==> src/rtl/module_gray_input.sv <==
// module_gray_input: synchronizes and debounces the DIP-switch Gray word, strobes updates,
// and flags accepted changes that flip more than one bit.
module module_gray_input #(
  parameter int WIDTH = 4,
  parameter int DEBOUNCE_CYCLES = 270000
) (
  input  logic             clk,
  input  logic             rst_n,
  input  logic [WIDTH-1:0] sw_in,
  output logic [WIDTH-1:0] gray_out,
  output logic             upd,
  output logic             busy,
  output logic             gray_err
);
  localparam int CW = $clog2(DEBOUNCE_CYCLES);
  localparam logic [CW-1:0] CNT_MAX = CW'(DEBOUNCE_CYCLES - 1);
  typedef enum logic {STABLE, SETTLE} state_t;
  state_t state, state_d;
  logic [WIDTH-1:0] sync_m, sync_q, cand, cand_d, gray_d;
  logic [CW-1:0] cnt, cnt_d;
  logic upd_d, err_d;
  always_ff @(posedge clk or negedge rst_n) begin
    if (!rst_n) begin
      sync_m   <= '0;
      sync_q   <= '0;
      state    <= STABLE;
      cand     <= '0;
      cnt      <= '0;
      gray_out <= '0;
      upd      <= 1'b0;
      gray_err <= 1'b0;
    end else begin
      sync_m   <= sw_in;
      sync_q   <= sync_m;
      state    <= state_d;
      cand     <= cand_d;
      cnt      <= cnt_d;
      gray_out <= gray_d;
      upd      <= upd_d;
      gray_err <= err_d;
    end
  end
  // A bounce back to the current output abandons the candidate without an update.
  always_comb begin
    state_d = state;
    cand_d  = cand;
    cnt_d   = cnt;
    gray_d  = gray_out;
    upd_d   = 1'b0;
    err_d   = gray_err;
    if (state == STABLE) begin
      if (sync_q != gray_out) begin
        state_d = SETTLE;
        cand_d  = sync_q;
        cnt_d   = '0;
      end
    end else if (sync_q != cand) begin
      state_d = (sync_q == gray_out) ? STABLE : SETTLE;
      cand_d  = (sync_q == gray_out) ? cand : sync_q;
      cnt_d   = '0;
    end else if (cnt == CNT_MAX) begin
      state_d = STABLE;
      gray_d  = cand;
      upd_d   = 1'b1;
      err_d   = $countones(cand ^ gray_out) > 1;
    end else begin
      cnt_d = cnt + 1'b1;
    end
  end
  assign busy = state == SETTLE;
endmodule

==> config.mk <==
export PLATFORM = sky130hd
export DESIGN_NAME = module_gray_input
export DESIGN_NICKNAME = d
export VERILOG_FILES = /design/src/rtl/module_gray_input.sv
export SDC_FILE = /design/constraint.sdc
export NUM_CORES = 1
export LEC_CHECK = 0
export ABC_AREA = 1
export CAP_MARGIN = 20
export CORE_UTILIZATION = 50
export CTS_CLUSTER_SIZE = 30
export DETAILED_ROUTE_END_ITERATION = 8
export PLACE_DENSITY = 0.69
export SYNTH_ARGS = -nofsm -noshare
export SYNTH_HDL_FRONTEND = slang
export SYNTH_SLANG_ARGS = --single-unit
==> constraint.sdc <==
create_clock -name clk -period 2.07 [get_ports clk]
set_clock_uncertainty 0.15 [all_clocks]
set_input_delay 0.207 -clock clk [delete_from_list [all_inputs] [get_ports clk]]
set_output_delay 0.207 -clock clk [all_outputs]
set_load 0.005 [all_outputs]
==> impl_metrics.yaml, run 1 <==
yosys:
  syn_inst: 299
  avgSynthCellArea_um2: 7.595
  synth_area_mm2: 0.002271
  yosys.area.top_type: "dfrtp_1"
  syn_nets: 308
  synthTopCellsByArea: "dfrtp_1 42%, nand2_1 14%, nor2_1 5.5%"
  synth.distinct_cells: 31
  synth_seq_cells: 38
  ys_warn_count: 0
  yosys.area.top_type_share_pct: 41.87
  synth_seq_area_share_pct: 41.87
finish:
  drive_above_1_share_pct: 14.06
  n_fill_cell: 419
  fin_nets: 328
  n_antenna_cell: 0
  area_delta_synth_final_pct: 14.66
global_routing:
  grt_pass1_wl_um: 8866
  grt.total_usage_pct: 23.50
  grt_max_degree: 39
  grt-ovfl-total: 0
  grt_pass1_vias: 1854
  antenna_found_initial: 0
power:
  power.density_mw_per_mm2: 660.2
  p_leak_nw: 1.222
  total_power_w: 0.001719
  ir_worst_vdd_v: 0.0003349
floorplanning:
  start_util_pct: 52.16
  rows: 24
  die_y_um: 69.40
  die_area_mm2: 0.004816
  core_area_mm2: 0.004354
  io_pins: 13
  die_w_um: 69.40
timing:
  rsz0062_at_grt: "no"
  setup_viol: 0
  slew_viol_final: 0
  fin_tns_setup_ns: 0
  fin_crit_ns: 1.817
  finalCritPeriodShare_pct: 87.79
  fmax_mhz: 550.3
  relSlewSlack_pct: 68.63
  worst_pin_slew_ns: 0.4706
  hold_viol_final: 0
critical_path:
  r2r_cells: 9
  crit_fanout: 10
  end_kind: "flip-flop"
  cp.required_ns: 2.13
  worstSetupPathType: "flip-flop to flip-flop"
  critPathArrivalTime_ns: 1.87
  crit_end: "cnt[18]"
  setup.worst_path.start: "cnt[0]"
  reg2reg_to: "cnt[18]"
  r2r_setup_slack_ns: 0.25
  startpoint_type: "flip-flop"
  r2r_start: "cnt[0]"
clock_network:
  cts_tree: "done"
  max-clock-path-buffers: 2
  cts_buffers: 5
  clkSinkCount: 38
  clk_pin_slew_ns: 0.08
  h-tree-depth: 2
  cts_resized: 0
  cts-root-buf: "clkbuf_8"
  clock_latency_ns: 0.30
drt:
  dr.pass1.iters: 4
  ant_nets: 0
  route.vias.total: 1963
  wl_um: 5012
  wire_per_inst_um: 13.47
  drt_drc_violations_left: 0
  first_iter_violations: 178
  viasPerCell: 5.277
status:
  outcome: "finished clean"
placed_design:
  port_buffers: 12
  gp_congestion: 0.9393
  dp_hpwl_um: 3633
flow_run:
  maxCapViolCount: 0
min_path:
  worstHoldPathType: "input pin to flip-flop"
-- cells in the final DEF, fill, tap and decap left out, types with 2 or more instances in the layout --
cell type	count
nor2_4	2
nand4_1	14
ha_1	2
inv_1	24
nor2_2	4
o31ai_1	2
o21ai_2	5
buf_4	4
clkbuf_8	5
o21ai_0	7
xor2_1	13
a21oi_1	2
inv_2	13
nor3_1	4
nand3_1	23
bufinv_16	2
nand2_1	86
nor2_1	33
clkdlybuf4s50_1	11
o21ai_1	10
dfrtp_1	38
nand3_2	3
-- layer usage --
metal  global-route usage (%)  up-vias  part of all wire (%)
met5                        0        -                     0
li1                         -     1001                     -
met4                    9.977        0                   1.7
met3                    3.779       10                   6.1
met1                    34.86      896                    49
met2                    33.98       56                    43
-- cell families (layout without fill, tap and decap cells) --
family,count (synthesis),after routing,synth area share [%]
AO/OA/AOI/OAI,28,28,7.383
XOR/XNOR,14,14,5.400
adder cells (fa/ha/maj),3,3,1.983
buffers and inverters,41,62,7.218
flip-flops,38,38,41.87
AND/OR/NAND/NOR,175,175,36.14
-- per-stage QoR --
stage	setup WS, ns	hold slack, ns	cells	utilization [%]	area (um2)
final	0.2528	0.1949	372	59.80	2604
after global routing	0.09952	0.1971	372	59.80	2604
after CTS	0.2406	0.1880	372	59.80	2604
after detailed placement	0.2788	0.1364	363	56.41	2456
after global placement	0.3183	0.1357	363	56.41	2456
after floorplan	0.3893	-0.2386	299	-	2271
-- flip-flops by register name, indices dropped and copies added, names as in the netlist --
signal,flops
sync_q,4
busy,1
sync_m,4
cnt,19
gray_out,4
cand,4
upd,1
gray_err,1
-- area by class of cell --
class,count,area [um2],share of cell area [%]
multi-input cells,220,1156,44.40
flip-flops and latches,38,950.9,36.52
repair buffers,17,155.1,5.959
inverters,37,138.9,5.334
clock buffers,5,68.82,2.643
clock inverters,3,68.82,2.643
well taps,52,65.06,2.499
-- where the power goes --
group / total [W] / switching [W] / internal (W)
Sequential: 0.000785 / 0.0000230 / 0.000762
Combinational: 0.000158 / 0.000104 / 0.0000537
Clock: 0.000776 / 0.000293 / 0.000483
-- how the worst min path moves through the flow --
stage	start	end	slack (ns)	cells past startpoint
final	sw_in[3]	sync_m[3]	0.19	1
after global routing	sw_in[3]	sync_m[3]	0.20	1
after CTS	sw_in[3]	sync_m[3]	0.19	1
after detailed placement	rst_n	cand[0]	0.14	2
after global placement	rst_n	cand[1]	0.14	2
after floorplan	rst_n	busy	-0.24	0
-- timing repair --
item | CTS | global route
endpoints found under the hold margin | 38 | 0
hold buffers | 1 | 0
buffers inserted | 0 | 0
-- Yosys cell counts --
cell type / number
nand2_1: 86
nand2b_1: 1
dfrtp_1: 38
nand3_2: 3
ha_1: 2
o21ai_0: 7
xor2_1: 13
xnor2_1: 1
or2_2: 1
buf_2: 2
a31oi_1: 1
o31ai_1: 2
o21bai_1: 1
nor3_2: 1
clkbuf_1: 1
nor2_8: 1
nor3_1: 4
fa_1: 1
nor2_2: 4
nor2_4: 2
nand4_1: 14
buf_6: 1
nand3_1: 23
o21ai_2: 5
o21ai_1: 10
inv_2: 13
inv_1: 24
nand2_8: 1
a21oi_1: 2
nor2_1: 33
nand2_4: 1
-- critical path, cell delays in order (launching register included) --
cell,delay [ns]
dfrtp_1,0.44
ha_1,0.25
nand3_1,0.15
inv_2,0.08
nand3_2,0.15
nor2_8,0.07
nor2_4,0.23
nand2_1,0.09
nand2_1,0.07
inv_1,0.03
Note: power is estimated with default switching activity, not from simulation.
==> inputs of run 2 (changes only) <==
--- a/config.mk
+++ b/config.mk
@@ -7,10 +7,13 @@
 export LEC_CHECK = 0
 export ABC_AREA = 1
 export CAP_MARGIN = 20
-export CORE_UTILIZATION = 50
+export CELL_PAD_IN_SITES_DETAIL_PLACEMENT = 1
+export CELL_PAD_IN_SITES_GLOBAL_PLACEMENT = 1
+export CORE_UTILIZATION = 44
+export CTS_CLUSTER_DIAMETER = 80
 export CTS_CLUSTER_SIZE = 30
 export DETAILED_ROUTE_END_ITERATION = 8
-export PLACE_DENSITY = 0.69
+export PLACE_DENSITY_LB_ADDON = 0.1
 export SYNTH_ARGS = -nofsm -noshare
 export SYNTH_HDL_FRONTEND = slang
 export SYNTH_SLANG_ARGS = --single-unit
==> run 2 against run 1 <==
  * Routed wire length is 18% higher
  * Highest routed layer unchanged
  * Register-to-register slack worse by 0.05 ns
  * Utilization is 6.2 points lower
  * Critical endpoint is now busy
  * Flip-flop and latch count stayed put
  * Worst hold slack worse by 0.0013 ns
  * Critical path type is now flip-flop to primary output
  * Die area is 13% higher
==> impl_metrics.yaml, run 2 (synthesis gave the netlist of run 1 again) <==
global_routing:
  grt_max_degree: 39
  grt-ovfl-total: 0
  grt_pass1_vias: 1993
  grt_pass1_wl_um: 9908
  grt.total_usage_pct: 25.05
  antenna_found_initial: 0
floorplanning:
  die_y_um: 73.84
  die_area_mm2: 0.005452
  die_w_um: 73.84
  io_pins: 13
  core_area_mm2: 0.004848
  rows: 25
  start_util_pct: 46.84
timing:
  rsz0062_at_grt: "no"
  hold_ws_ns: 0.1936
  finalCritPeriodShare_pct: 94.94
  fin_crit_ns: 1.965
  relSlewSlack_pct: 67.19
  slew_viol_final: 0
  worst_pin_slew_ns: 0.4921
  hold_viol_final: 0
  fmax_mhz: 508.8
  fin_tns_setup_ns: 0
  timing.final.ws_setup_ns: 0.1047
  setup_viol: 0
finish:
  largest_reg_flops: 19
  drive_above_1_share_pct: 14.06
  area_delta_synth_final_pct: 14.44
  fin_nets: 328
  largest_register: "cnt"
  n_fill_cell: 641
  final_cell_area_mm2: 0.002599
  n_antenna_cell: 0
  final_common_cell: "nand2_1"
  post-route-util_pct: 53.60
  mostFrequentLayoutCells: "86 x nand2_1, 38 x dfrtp_1, 33 x nor2_1, 24 x inv_1, 23 x nand3_1"
clock_network:
  cts-root-buf: "clkbuf_8"
  cts_buffers: 5
  h-tree-depth: 2
  max-clock-path-buffers: 2
  cts_tree: "done"
  clkSinkCount: 38
  clk_pin_slew_ns: 0.08
  clock_latency_ns: 0.30
  cts_resized: 0
critical_path:
  crit_fanout: 9
  r2r_cells: 9
  end_kind: "primary output"
  cp.required_ns: 1.71
  worstSetupPathType: "flip-flop to primary output"
  critPathArrivalTime_ns: 1.61
  startpoint_type: "flip-flop"
  r2r_setup_slack_ns: 0.20
power:
  power.density_mw_per_mm2: 618.6
  p_leak_nw: 1.204
  ir_worst_vdd_v: 0.0004598
drt:
  route.vias.total: 2031
  wl_um: 5926
  viasPerCell: 5.248
  drt_drc_violations_left: 0
  dr.pass1.iters: 4
  ant_nets: 0
  first_iter_violations: 89
  wire_per_inst_um: 15.31
placed_design:
  dp_hpwl_um: 4418
  post-place-ws_ns: 0.2231
  port_buffers: 12
  gp_congestion: 0.8142
  placed_area_mm2: 0.002475
status:
  outcome: "finished clean"
flow_run:
  maxCapViolCount: 0
min_path:
  whs_path_depth: 1
  worstHoldPathType: "input pin to flip-flop"
-- run 2: cell count changes in the layout (fill, tap and decap cells not counted), sizes merged --
cell      previous run  this run
clkinv               1         0
clkinvlp             0         2
bufinv               2         1
-- run 2: per-layer routing --
layer | part of all wire [%] | global-route usage [%] | up-vias
met1 | 51 | 35.52 | 983
li1 | - | - | 1001
met2 | 44 | 37.92 | 37
met3 | 3.9 | 5.213 | 10
met5 | 0 | 0 | -
met4 | 1.6 | 8.333 | 0
-- run 2: worst max-delay path, cell delays in order (launching register included) --
cell and delay [ns]:
dfrtp_1 0.54, buf_4 0.25, clkdlybuf4s50_1 0.52
-- run 2: metrics by stage --
step / cells / power (W)
after CTS: 387 / 0.001622
after global placement: 378 / 0.0009556
after detailed placement: 378 / 0.0009619
after global routing: 387 / 0.001679
final: 387 / 0.001608
after floorplan: 299 / 0.0008914
-- run 2: cell type report --
| cell class | instances | area [um2] | share of cell area [%] |
|---|---|---|---|
| sequential | 38 | 950.9 | 36.59 |
| clock inverter | 3 | 45.04 | 1.733 |
| timing repair buffer | 17 | 155.1 | 5.970 |
| inverter | 37 | 138.9 | 5.344 |
| tap | 67 | 83.83 | 3.226 |
| multi-input combinational | 220 | 1156 | 44.49 |
| clock buffer | 5 | 68.82 | 2.648 |
-- run 2: timing repair --
| action | in CTS | in global routing |
|---|---|---|
| hold buffers | 1 | 0 |
| hold endpoints to repair | 38 | 0 |
| buffers inserted | 0 | 0 |
-- run 2: report_power, final --
| part | leakage [nW] | internal [W] | switching, W | total, W |
|---|---|---|---|---|
| Combinational | 0.655 | 0.0000533 | 0.000105 | 0.000158 |
| Clock | 0.0504 | 0.000359 | 0.000300 | 0.000659 |
| Sequential | 0.499 | 0.000762 | 0.0000284 | 0.000791 |
-- run 2: final timing paths --
check,start,to
worst max-delay path,busy,busy
worst min-delay path,sw_in[1],sync_m[1]
worst max register to register,cnt[0],cnt[18]
worst min register to register,sync_m[0],sync_q[0]
max in group asynchronous,rst_n,cand[3]
min in group asynchronous,rst_n,cand[1]
